$ cat config.mk
export PLATFORM = sky130hd
export DESIGN_NAME = imem_arbiter
export DESIGN_NICKNAME = d
export VERILOG_FILES = /design/src/rtl/imem_arbiter.sv
export SDC_FILE = /design/constraint.sdc
export NUM_CORES = 1
export LEC_CHECK = 0
export ABC_CLOCK_PERIOD_IN_PS = 4000
export BUFFER_PORTS_ARGS = -buffer_cell sky130_fd_sc_hd__buf_2
export CAP_MARGIN = 15
export CORE_AREA = 2 2 125 79
export CTS_CLUSTER_DIAMETER = 50
export DETAILED_ROUTE_END_ITERATION = 10
export DIE_AREA = 0 0 127 81
export PLACE_DENSITY = 0.81
export SLEW_MARGIN = 20
export SYNTH_ARGS = -nofsm -noshare
export SYNTH_HDL_FRONTEND = slang
export SYNTH_SLANG_ARGS = --single-unit
$ cat constraint.sdc
create_clock -name clk -period 4 [get_ports clk]
set_input_delay 1 -clock clk [delete_from_list [all_inputs] [get_ports clk]]
set_output_delay 1 -clock clk [all_outputs]
set_load 0.01 [all_outputs]
$ cat src/rtl/imem_arbiter.sv
// imem_arbiter: shares the instruction memory read port between fetch and debug, with a starvation guard
module imem_arbiter #(
    parameter int STARVE_LIMIT = 4,
    parameter int DEPTH_LOG2   = 8
) (
    input  logic        clk,
    input  logic        rst_n,
    input  logic        fetch_valid,
    input  logic [31:0] fetch_addr,
    output logic        fetch_ready,
    input  logic        fetch_flush,
    output logic        fetch_resp_valid,
    output logic [31:0] fetch_resp_data,
    output logic        fetch_resp_err,
    input  logic        dbg_valid,
    input  logic [31:0] dbg_addr,
    output logic        dbg_ready,
    output logic        dbg_resp_valid,
    output logic [31:0] dbg_resp_data,
    output logic        dbg_resp_err,
    output logic [31:0] mem_addr,
    input  logic [31:0] mem_rdata
);
    localparam logic [3:0]  LIMIT   = 4'(STARVE_LIMIT);
    localparam logic [31:0] HI_MASK = ~((32'd1 << (DEPTH_LOG2 + 2)) - 32'd1);

    logic [3:0]  starve_cnt;
    logic        grant_dbg;
    logic        sel_err;
    logic [31:0] sel_data;

    // Fetch wins unless debug has waited STARVE_LIMIT cycles; the address error check runs on whichever address was granted
    always_comb begin
        grant_dbg   = dbg_valid && (!fetch_valid || starve_cnt == LIMIT);
        dbg_ready   = grant_dbg;
        fetch_ready = fetch_valid && !grant_dbg;
        mem_addr    = grant_dbg ? dbg_addr : fetch_addr;
        sel_err     = (mem_addr[1:0] != 2'b00) || ((mem_addr & HI_MASK) != 32'd0);
        sel_data    = sel_err ? 32'd0 : mem_rdata;
    end

    // Counts consecutive cycles debug loses to fetch, saturating at the limit
    always_ff @(posedge clk or negedge rst_n) begin
        if (!rst_n)
            starve_cnt <= 4'd0;
        else if (grant_dbg || !dbg_valid)
            starve_cnt <= 4'd0;
        else if (fetch_ready && starve_cnt != LIMIT)
            starve_cnt <= starve_cnt + 4'd1;
    end

    // Fetch response: pulse unless flushed; payload captured on every acceptance
    always_ff @(posedge clk or negedge rst_n) begin
        if (!rst_n) begin
            fetch_resp_valid <= 1'b0;
            fetch_resp_data  <= 32'd0;
            fetch_resp_err   <= 1'b0;
        end else begin
            fetch_resp_valid <= fetch_ready && !fetch_flush;
            if (fetch_ready) begin
                fetch_resp_data <= sel_data;
                fetch_resp_err  <= sel_err;
            end
        end
    end

    // Debug response: pulse after each grant; payload held between grants
    always_ff @(posedge clk or negedge rst_n) begin
        if (!rst_n) begin
            dbg_resp_valid <= 1'b0;
            dbg_resp_data  <= 32'd0;
            dbg_resp_err   <= 1'b0;
        end else begin
            dbg_resp_valid <= grant_dbg;
            if (grant_dbg) begin
                dbg_resp_data <= sel_data;
                dbg_resp_err  <= sel_err;
            end
        end
    end
endmodule

# After elaboration in Yosys (flattened, before gate mapping)
# Cells that the tools add are included.
# W data, S select, Z words.
# word_totals
register_bits,72
latchBits,0
ramBits,0
mem_bits_ro,0
inputBits,101
output_inout_bits,102
mem_count,0
# op_classes
n_addsub,1
mul,0
n_div,0
n_lt_le_gt_ge,0
eq_ne,2
shift,0
mux,4
bitwise_logic,0
n_reduce_logical,14
# op_table
operator,n
$mux W32,2
$reduce_bool A32 Y1,1
$mux W4,2
$add A4 B1 Y4 const B,1
$eq A4 B3 Y1 const B,1
$logic_and A1 B1 Y1,4
$logic_not A1 Y1,4
$ne A4 B3 Y1 const B,1
$reduce_bool A2 Y1,2
$logic_or A1 B1 Y1,3

# Logic depth before layout (Yosys ltp)
# Gate-level depths: netlist of the first run.
# depth
word_depth,8
mapped_depth,8

# Worst setup path after synthesis of the first run
# No wires, ideal clock.
# synth_path
path_kind,input -> output
startpoint,input port dbg_valid
endpoint,output port mem_addr[0]
t_arrival_ns,1.838
setup_slack_ns,1.162
stages,4
cell_sequence,inv_1 > a21oi_4 > buf_2 > mux2_2
# synth_via
elab_chain_len,2
# synth_rtl
item,line,text
start: declaration,15,"input logic dbg_valid,"
$logic_and A1 B1 Y1,34,grant_dbg = dbg_valid && (!fetch_valid || starve_cnt == LIMIT);
$mux W32,37,mem_addr = grant_dbg ? dbg_addr : fetch_addr;
end: declaration,21,"output logic [31:0] mem_addr,"
# Every way passes these cells.

# Final worst setup path of the first run
# layout_path
startpoint,input port dbg_valid
endpoint,output port mem_addr[30]
# Same word-level chain as after synthesis.

==> results.sh, run 1 <==
export IMPL_nFillCells=840
export IMPL_die_height_um=81
export IMPL_power_dens_cells_nw_per_um2=369
export IMPL_initialDrtViolationCount=130
export IMPL_ys_seq_elements=72
export IMPL_total_die_area_sq_um=10300
export IMPL_avgRoutedWirePerCell_um=15.8
export IMPL_finalCoreUtilization_pct=53.5
export IMPL_worst_ir_drop_vdd_uv=188
export IMPL_cts_hold_fix_buffers=0
export IMPL_tightestPinTransition_ps=916
export IMPL_grt_first_pass_wirelength_um=16000
export IMPL_synth_top_flop_cell="sky130_fd_sc_hd__dfrtp_1"
export IMPL_num_cts_buffers=9
export IMPL_fin_crit_sh_pct=79.9
export IMPL_startpoint_type="input pin"
export IMPL_drv_slew=0
export IMPL_synth_top_family_by_area="simple AND/OR/NAND/NOR gates"
export IMPL_worst_path_dominant_cell_family="buffers and inverters"
export IMPL_ys_seq_area_share_pct=50.7
export IMPL_h_tree_depth=3
export IMPL_routed_wirelength_um=10300
export IMPL_via_count=3313
export IMPL_wl_met3_um=829
export IMPL_dr_max_layer_used="met4"
export IMPL_syn_nets=433
export IMPL_final_cell_count_without_fillers=652
export IMPL_total_power_w=0.00184
export IMPL_netlist_cell_type_count=28
export IMPL_fmax_mhz=313
export IMPL_most_common_cell_after_layout_fill_and_taps_aside="sky130_fd_sc_hd__buf_2"
export IMPL_clk_insertion_delay_late_ps=320
export IMPL_maximum_number_of_pins_on_one_net_before_global_route_repair=73
export IMPL_tritoncts="done"
export IMPL_path_class_of_the_lowest_slack_min_delay_path="reg -> reg"
export IMPL_met2RoutedLength_um=4800
export IMPL_critical_path_arrival_ps=2200
export IMPL_worst_setup_hold_path_clk_slew_ps=50
export IMPL_worstPathBufferInverterCount=4
export IMPL_hold_path_cell_count=2
export IMPL_outcome="finished, final reports clean"
export IMPL_reg2regPathDepth=8
export IMPL_gp_routability_congestion=0.920
export IMPL_relSlewSlack_pct=38.9
export IMPL_synthCells=330
export IMPL_final_hpwl_dp_um=7480
export IMPL_core_area_sq_um=9320
export IMPL_synth_xor_area_share_pct=0.493
export IMPL_initial_utilization_pct=38.1
export IMPL_cts_resized=0
export IMPL_io_pins=203
export IMPL_placed_cells_incl_taps=636
export IMPL_timing_critical_path_mode_cell="sky130_fd_sc_hd__buf_2"
export IMPL_worstSetupPathType="in -> out"
export IMPL_globalRouteOverflowTotal=0
export IMPL_worst_clock_skew_ps=5.37
export IMPL_path_max_fanout=30
export IMPL_synth_warning_count=0
export IMPL_critical_path_depth=6
export IMPL_numPortBuffers=202
export IMPL_fin_nets=630
export IMPL_via_per_inst=5.08
export IMPL_synth_async_sr_flop_share_pct=100
export IMPL_final_layout_size_suffix_gt1_share_pct=55.8
export IMPL_post_synth_fa_ha_maj_area_fraction_pct=0.704
export IMPL_first_global_vias=3242
export IMPL_period_needed_ps=3200
export IMPL_yosys_mux_area_fraction_pct=10.1
export IMPL_layout_cells_most_common_list="sky130_fd_sc_hd__buf_2, sky130_fd_sc_hd__dfrtp_1, sky130_fd_sc_hd__nand2_1, sky130_fd_sc_hd__mux2_2, sky130_fd_sc_hd__nor2b_1"
export IMPL_synth_edff_count=0
export IMPL_reported_leakage_power_nw=2.67
export IMPL_place_worst_setup_slack_ps=826
export IMPL_die_x_um=127
export IMPL_area_delta_synth_final_pct=40.3
export IMPL_critical_path_required_ps=3000
export IMPL_setup_total_negative_slack_ps=0
export IMPL_setup_ws_ps=803
export IMPL_met1_length_um=4570
export IMPL_rsz0062_at_grt="no"
export IMPL_cap_viol_max_count=0
export IMPL_register_area_sq_um=1800
export IMPL_cts_sinks=72
export IMPL_rows=28
export IMPL_synth_compound_area_share_pct=16.1
export IMPL_cp_end_kind="output port"
export IMPL_antenna_left=0
export IMPL_timing_hold_violations_final=0
export IMPL_critPathMaxStageDelay_ps=390
export IMPL_drt_first_pass_iters=5
export IMPL_route_detailed_drc=0
export IMPL_avgSynthCellArea_sq_um=10.8
export IMPL_cts_max_path_buffers=2
export IMPL_synth_simple_gate_area_share_pct=17.1
export IMPL_multi_input_comb_area_sq_um=1590
export IMPL_grtUsageTotal_pct=19.9
export IMPL_slowest_stage="sky130_fd_sc_hd__mux2_2"
export IMPL_cts_root_buf="sky130_fd_sc_hd__clkbuf_16"
export IMPL_mappedNetlistArea_sq_um=3550
export IMPL_insertedDiodeCount=0
export IMPL_crit_chain="buf_2, inv_1, a21oi_4, buf_4, mux2_2, buf_2"
export IMPL_total_setup_violations_reported_at_the_end_of_the_flow=0
export IMPL_post_cts_setup_buffer_count=0
export IMPL_grt_antenna_before_repair=0
## cell type report
class | count | share of cell area (%)
clock buffer | 11 | 4.87
clock inverter | 5 | 2.08
sequential | 72 | 36.1
inverter | 5 | 0.376
multi-input combinational | 228 | 31.9
tap | 120 | 3.01
timing repair buffer | 211 | 21.7
## through the flow
stage	hold WS, ps	cell area, sq um
4_1_cts	477	4990
2_1_floorplan	453	3550
5_1_grt	492	4990
3_3_place_gp	454	4640
6_report	473	4990
3_5_place_dp	465	4640
## final timing paths
check,startpoint,end,slack (ps)
setup / recovery,dbg_valid,mem_addr[30],800
hold / removal,fetch_resp_data[7],fetch_resp_data[7],470
setup reg to reg,starve_cnt[0],dbg_resp_data[23],1900
hold reg to reg,fetch_resp_data[7],fetch_resp_data[7],470
max in group asynchronous,rst_n,starve_cnt[1],2580
min in group asynchronous,rst_n,dbg_resp_data[16],800
## flip-flops by register name, indices dropped and copies added (netlist names)
signal / count
dbg_resp_data: 32
dbg_resp_err: 1
dbg_resp_valid: 1
fetch_resp_data: 32
fetch_resp_err: 1
fetch_resp_valid: 1
starve_cnt: 4
## synth_stat cells, drive strengths merged (2+ instances only)
library cell  count  area share, %
a21oi             2           0.60
nand2            67            7.1
o21ai             2           0.39
nand4             2           0.53
buf              17            3.4
mux2             32             10
o31ai            32            7.2
nor2              8           0.92
nor4             12            2.1
ha                2           0.70
dfrtp            72             51
inv               5           0.53
nand3             2           0.28
a31o             32            7.9
clkbuf            8           0.84
nor2b            32            5.6
## power by group
part,leakage [nW],switching (W),internal (W)
registers,0.995,0.00000154,0.000731
clock network,0.170,0.000283,0.000626
logic,1.51,0.000111,0.0000882
total,2.67,0.000395,0.00145
## kinds of logic after synthesis
family,count (synthesis)
simple gates,124
flops,72
compound gates,68
mux,32
buf+inv,30
xor+xnor,2
fa+ha+maj,2
## tightest hold or removal path, cell delays in order, from the launching register on
cell,delay [ps]
sky130_fd_sc_hd__dfrtp_1,330
sky130_fd_sc_hd__nand2_1,50
sky130_fd_sc_hd__o31ai_1,50
## layer usage
| metal | GRT usage [%] | vias up |
|---|---|---|
| li1 | - | 1572 |
| met1 | 25.2 | 1587 |
| met2 | 33.9 | 142 |
| met3 | 5.60 | 12 |
| met4 | 5.60 | 0 |
| met5 | 0 | - |
Note: power is estimated with default switching activity, not from simulation.
==> run 2: changes to the inputs <==
--- a/config.mk
+++ b/config.mk
@@ -5,7 +5,7 @@
 export SDC_FILE = /design/constraint.sdc
 export NUM_CORES = 1
 export LEC_CHECK = 0
-export ABC_CLOCK_PERIOD_IN_PS = 4000
+export ABC_CLOCK_PERIOD_IN_PS = 3000
 export BUFFER_PORTS_ARGS = -buffer_cell sky130_fd_sc_hd__buf_2
 export CAP_MARGIN = 15
 export CORE_AREA = 2 2 125 79
==> constraint.sdc (replaced) <==
create_clock -name clk -period 3 [get_ports clk]
set_input_delay 0.75 -clock clk [delete_from_list [all_inputs] [get_ports clk]]
set_output_delay 0.75 -clock clk [all_outputs]
set_load 0.01 [all_outputs]
==> results.sh, run 2 (synthesized netlist as in run 1, its figures left out) <==
export IMPL_outcome="finished, final reports clean"
export IMPL_cts_max_path_buffers=2
export IMPL_drv_slew=0
export IMPL_path_class_of_the_lowest_slack_min_delay_path="reg -> reg"
export IMPL_multi_input_comb_area_sq_um=1590
export IMPL_layout_cells_most_common_list="sky130_fd_sc_hd__buf_2, sky130_fd_sc_hd__dfrtp_1, sky130_fd_sc_hd__nand2_1, sky130_fd_sc_hd__mux2_2, sky130_fd_sc_hd__nor2b_1"
export IMPL_grt_first_pass_wirelength_um=16400
export IMPL_cp_end_kind="output port"
export IMPL_final_cell_count_without_fillers=651
export IMPL_rows=28
export IMPL_final_layout_size_suffix_gt1_share_pct=55.7
export IMPL_place_worst_setup_slack_ps=379
export IMPL_initial_utilization_pct=38.1
export IMPL_via_per_inst=5.06
export IMPL_drt_first_pass_iters=5
export IMPL_clk_insertion_delay_late_ps=330
export IMPL_worst_setup_hold_path_clk_slew_ps=60
export IMPL_cts_root_buf="sky130_fd_sc_hd__clkbuf_16"
export IMPL_critical_path_required_ps=2250
export IMPL_tritoncts="done"
export IMPL_area_delta_synth_final_pct=40.3
export IMPL_final_cell_area_sq_um=4990
export IMPL_final_hpwl_dp_um=7500
export IMPL_rrSetupSlack_ps=1010
export IMPL_worst_path_dominant_cell_family="buffers and inverters"
export IMPL_rsz0062_at_grt="no"
export IMPL_slowest_stage="sky130_fd_sc_hd__dfrtp_1"
export IMPL_total_power_w=0.00246
export IMPL_worstPathBufferInverterCount=3
export IMPL_grtUsageTotal_pct=20.4
export IMPL_nFillCells=839
export IMPL_maximum_number_of_pins_on_one_net_before_global_route_repair=73
export IMPL_fin_nets=630
export IMPL_die_x_um=127
export IMPL_worst_ir_drop_vdd_uv=311
export IMPL_relSlewSlack_pct=38.6
export IMPL_register_area_sq_um=1800
export IMPL_globalRouteOverflowTotal=0
export IMPL_fin_crit_sh_pct=95.2
export IMPL_tightestPinTransition_ps=921
export IMPL_placed_cells_incl_taps=636
export IMPL_hold_path_cell_count=2
export IMPL_antenna_left=0
export IMPL_cts_sinks=72
export IMPL_path_max_fanout=51
export IMPL_grt_util_met2_pct=33.0
export IMPL_die_height_um=81
export IMPL_total_setup_violations_reported_at_the_end_of_the_flow=0
export IMPL_via_count=3292
export IMPL_worst_clock_skew_ps=9.84
export IMPL_met1_global_route_usage_pct=26.2
export IMPL_post_cts_setup_buffer_count=0
export IMPL_critical_path_arrival_ps=2110
export IMPL_gp_routability_congestion=0.845
export IMPL_most_common_cell_after_layout_fill_and_taps_aside="sky130_fd_sc_hd__buf_2"
export IMPL_cp_startpoint="starve_cnt[0]"
export IMPL_total_die_area_sq_um=10300
export IMPL_postPlaceCellArea_sq_um=4650
export IMPL_crit_reg2reg_launch="starve_cnt[0]"
export IMPL_cap_viol_max_count=0
export IMPL_power_dens_cells_nw_per_um2=493
export IMPL_hold_path_end="fetch_resp_data[27]"
export IMPL_reg2reg_to="dbg_resp_data[5]"
export IMPL_avgRoutedWirePerCell_um=16.1
export IMPL_h_tree_depth=3
export IMPL_setup_total_negative_slack_ps=0
export IMPL_numPortBuffers=202
export IMPL_grtUsageMet3_pct=6.32
export IMPL_initialDrtViolationCount=141
export IMPL_crit_chain="inv_1, ha_1, nand3b_4, a21oi_4, buf_12, mux2_2, buf_2"
export IMPL_startpoint_type="flip-flop"
export IMPL_critPathMaxStageDelay_ps=410
export IMPL_insertedDiodeCount=0
export IMPL_cts_hold_fix_buffers=0
export IMPL_timing_hold_violations_final=0
export IMPL_num_cts_buffers=9
export IMPL_reg2regPathDepth=8
export IMPL_route_detailed_drc=0
export IMPL_cts_resized=0
export IMPL_fmax_mhz=350
export IMPL_core_area_sq_um=9320
export IMPL_grt_busiest_layer="met2"
export IMPL_grt_antenna_before_repair=0
export IMPL_setup_ws_ps=143
export IMPL_first_global_vias=3295
export IMPL_routed_wirelength_um=10500
export IMPL_io_pins=203
export IMPL_period_needed_ps=2860
export IMPL_hp_start="fetch_resp_data[27]"
export IMPL_reported_leakage_power_nw=2.67
export IMPL_worstSetupPathType="reg -> out"
export IMPL_layout_top_registers="dbg_resp_data: 32 flops, fetch_resp_data: 32 flops, starve_cnt: 4 flops"
run 2: power breakdown:
group	internal [W]	switching, W	total [W]
registers	0.000975	0.00000199	0.000977
clock network	0.000809	0.000405	0.00121
logic	0.000119	0.000149	0.000268
total	0.00190	0.000556	0.00246
run 2: how the worst max path moves through the flow:
| stage | end | slack [ps] | cells past startpoint |
|---|---|---|---|
| final | mem_addr[24] | 140 | 7 |
| after global routing | mem_addr[30] | 30 | 7 |
| after CTS | mem_addr[23] | 120 | 7 |
| after detailed placement | mem_addr[23] | 380 | 6 |
| after global placement | mem_addr[7] | 420 | 6 |
| after floorplan | mem_addr[0] | 660 | 4 |
run 2: worst min-delay path, cell delays in order, from the launching register on:
cell and delay, ps:
sky130_fd_sc_hd__dfrtp_1 330, sky130_fd_sc_hd__nand2_1 50, sky130_fd_sc_hd__o31ai_1 50
run 2: layout make-up:
class / count / share of cell area, %
Clock buffer: 10 / 4.59
Clock inverter: 5 / 2.13
Inverter: 5 / 0.376
Multi-Input combinational cell: 228 / 31.9
Tap cell: 120 / 3.01
Timing Repair Buffer: 211 / 21.9
Sequential cell: 72 / 36.1
run 2: through the flow:
stage / hold slack [ps] / utilization (%)
finish: 472 / 53.5
global route: 499 / 53.5
CTS: 475 / 53.5
detailed placement: 462 / 49.9
global placement: 457 / 49.9
floorplan: 453 / -
run 2: metal layers:
metal / share of wire (%) / routed length, um
met3: 6.7 / 701
met1: 45 / 4730
met2: 47 / 4900
met4: 1.6 / 165
met5: 0 / 0
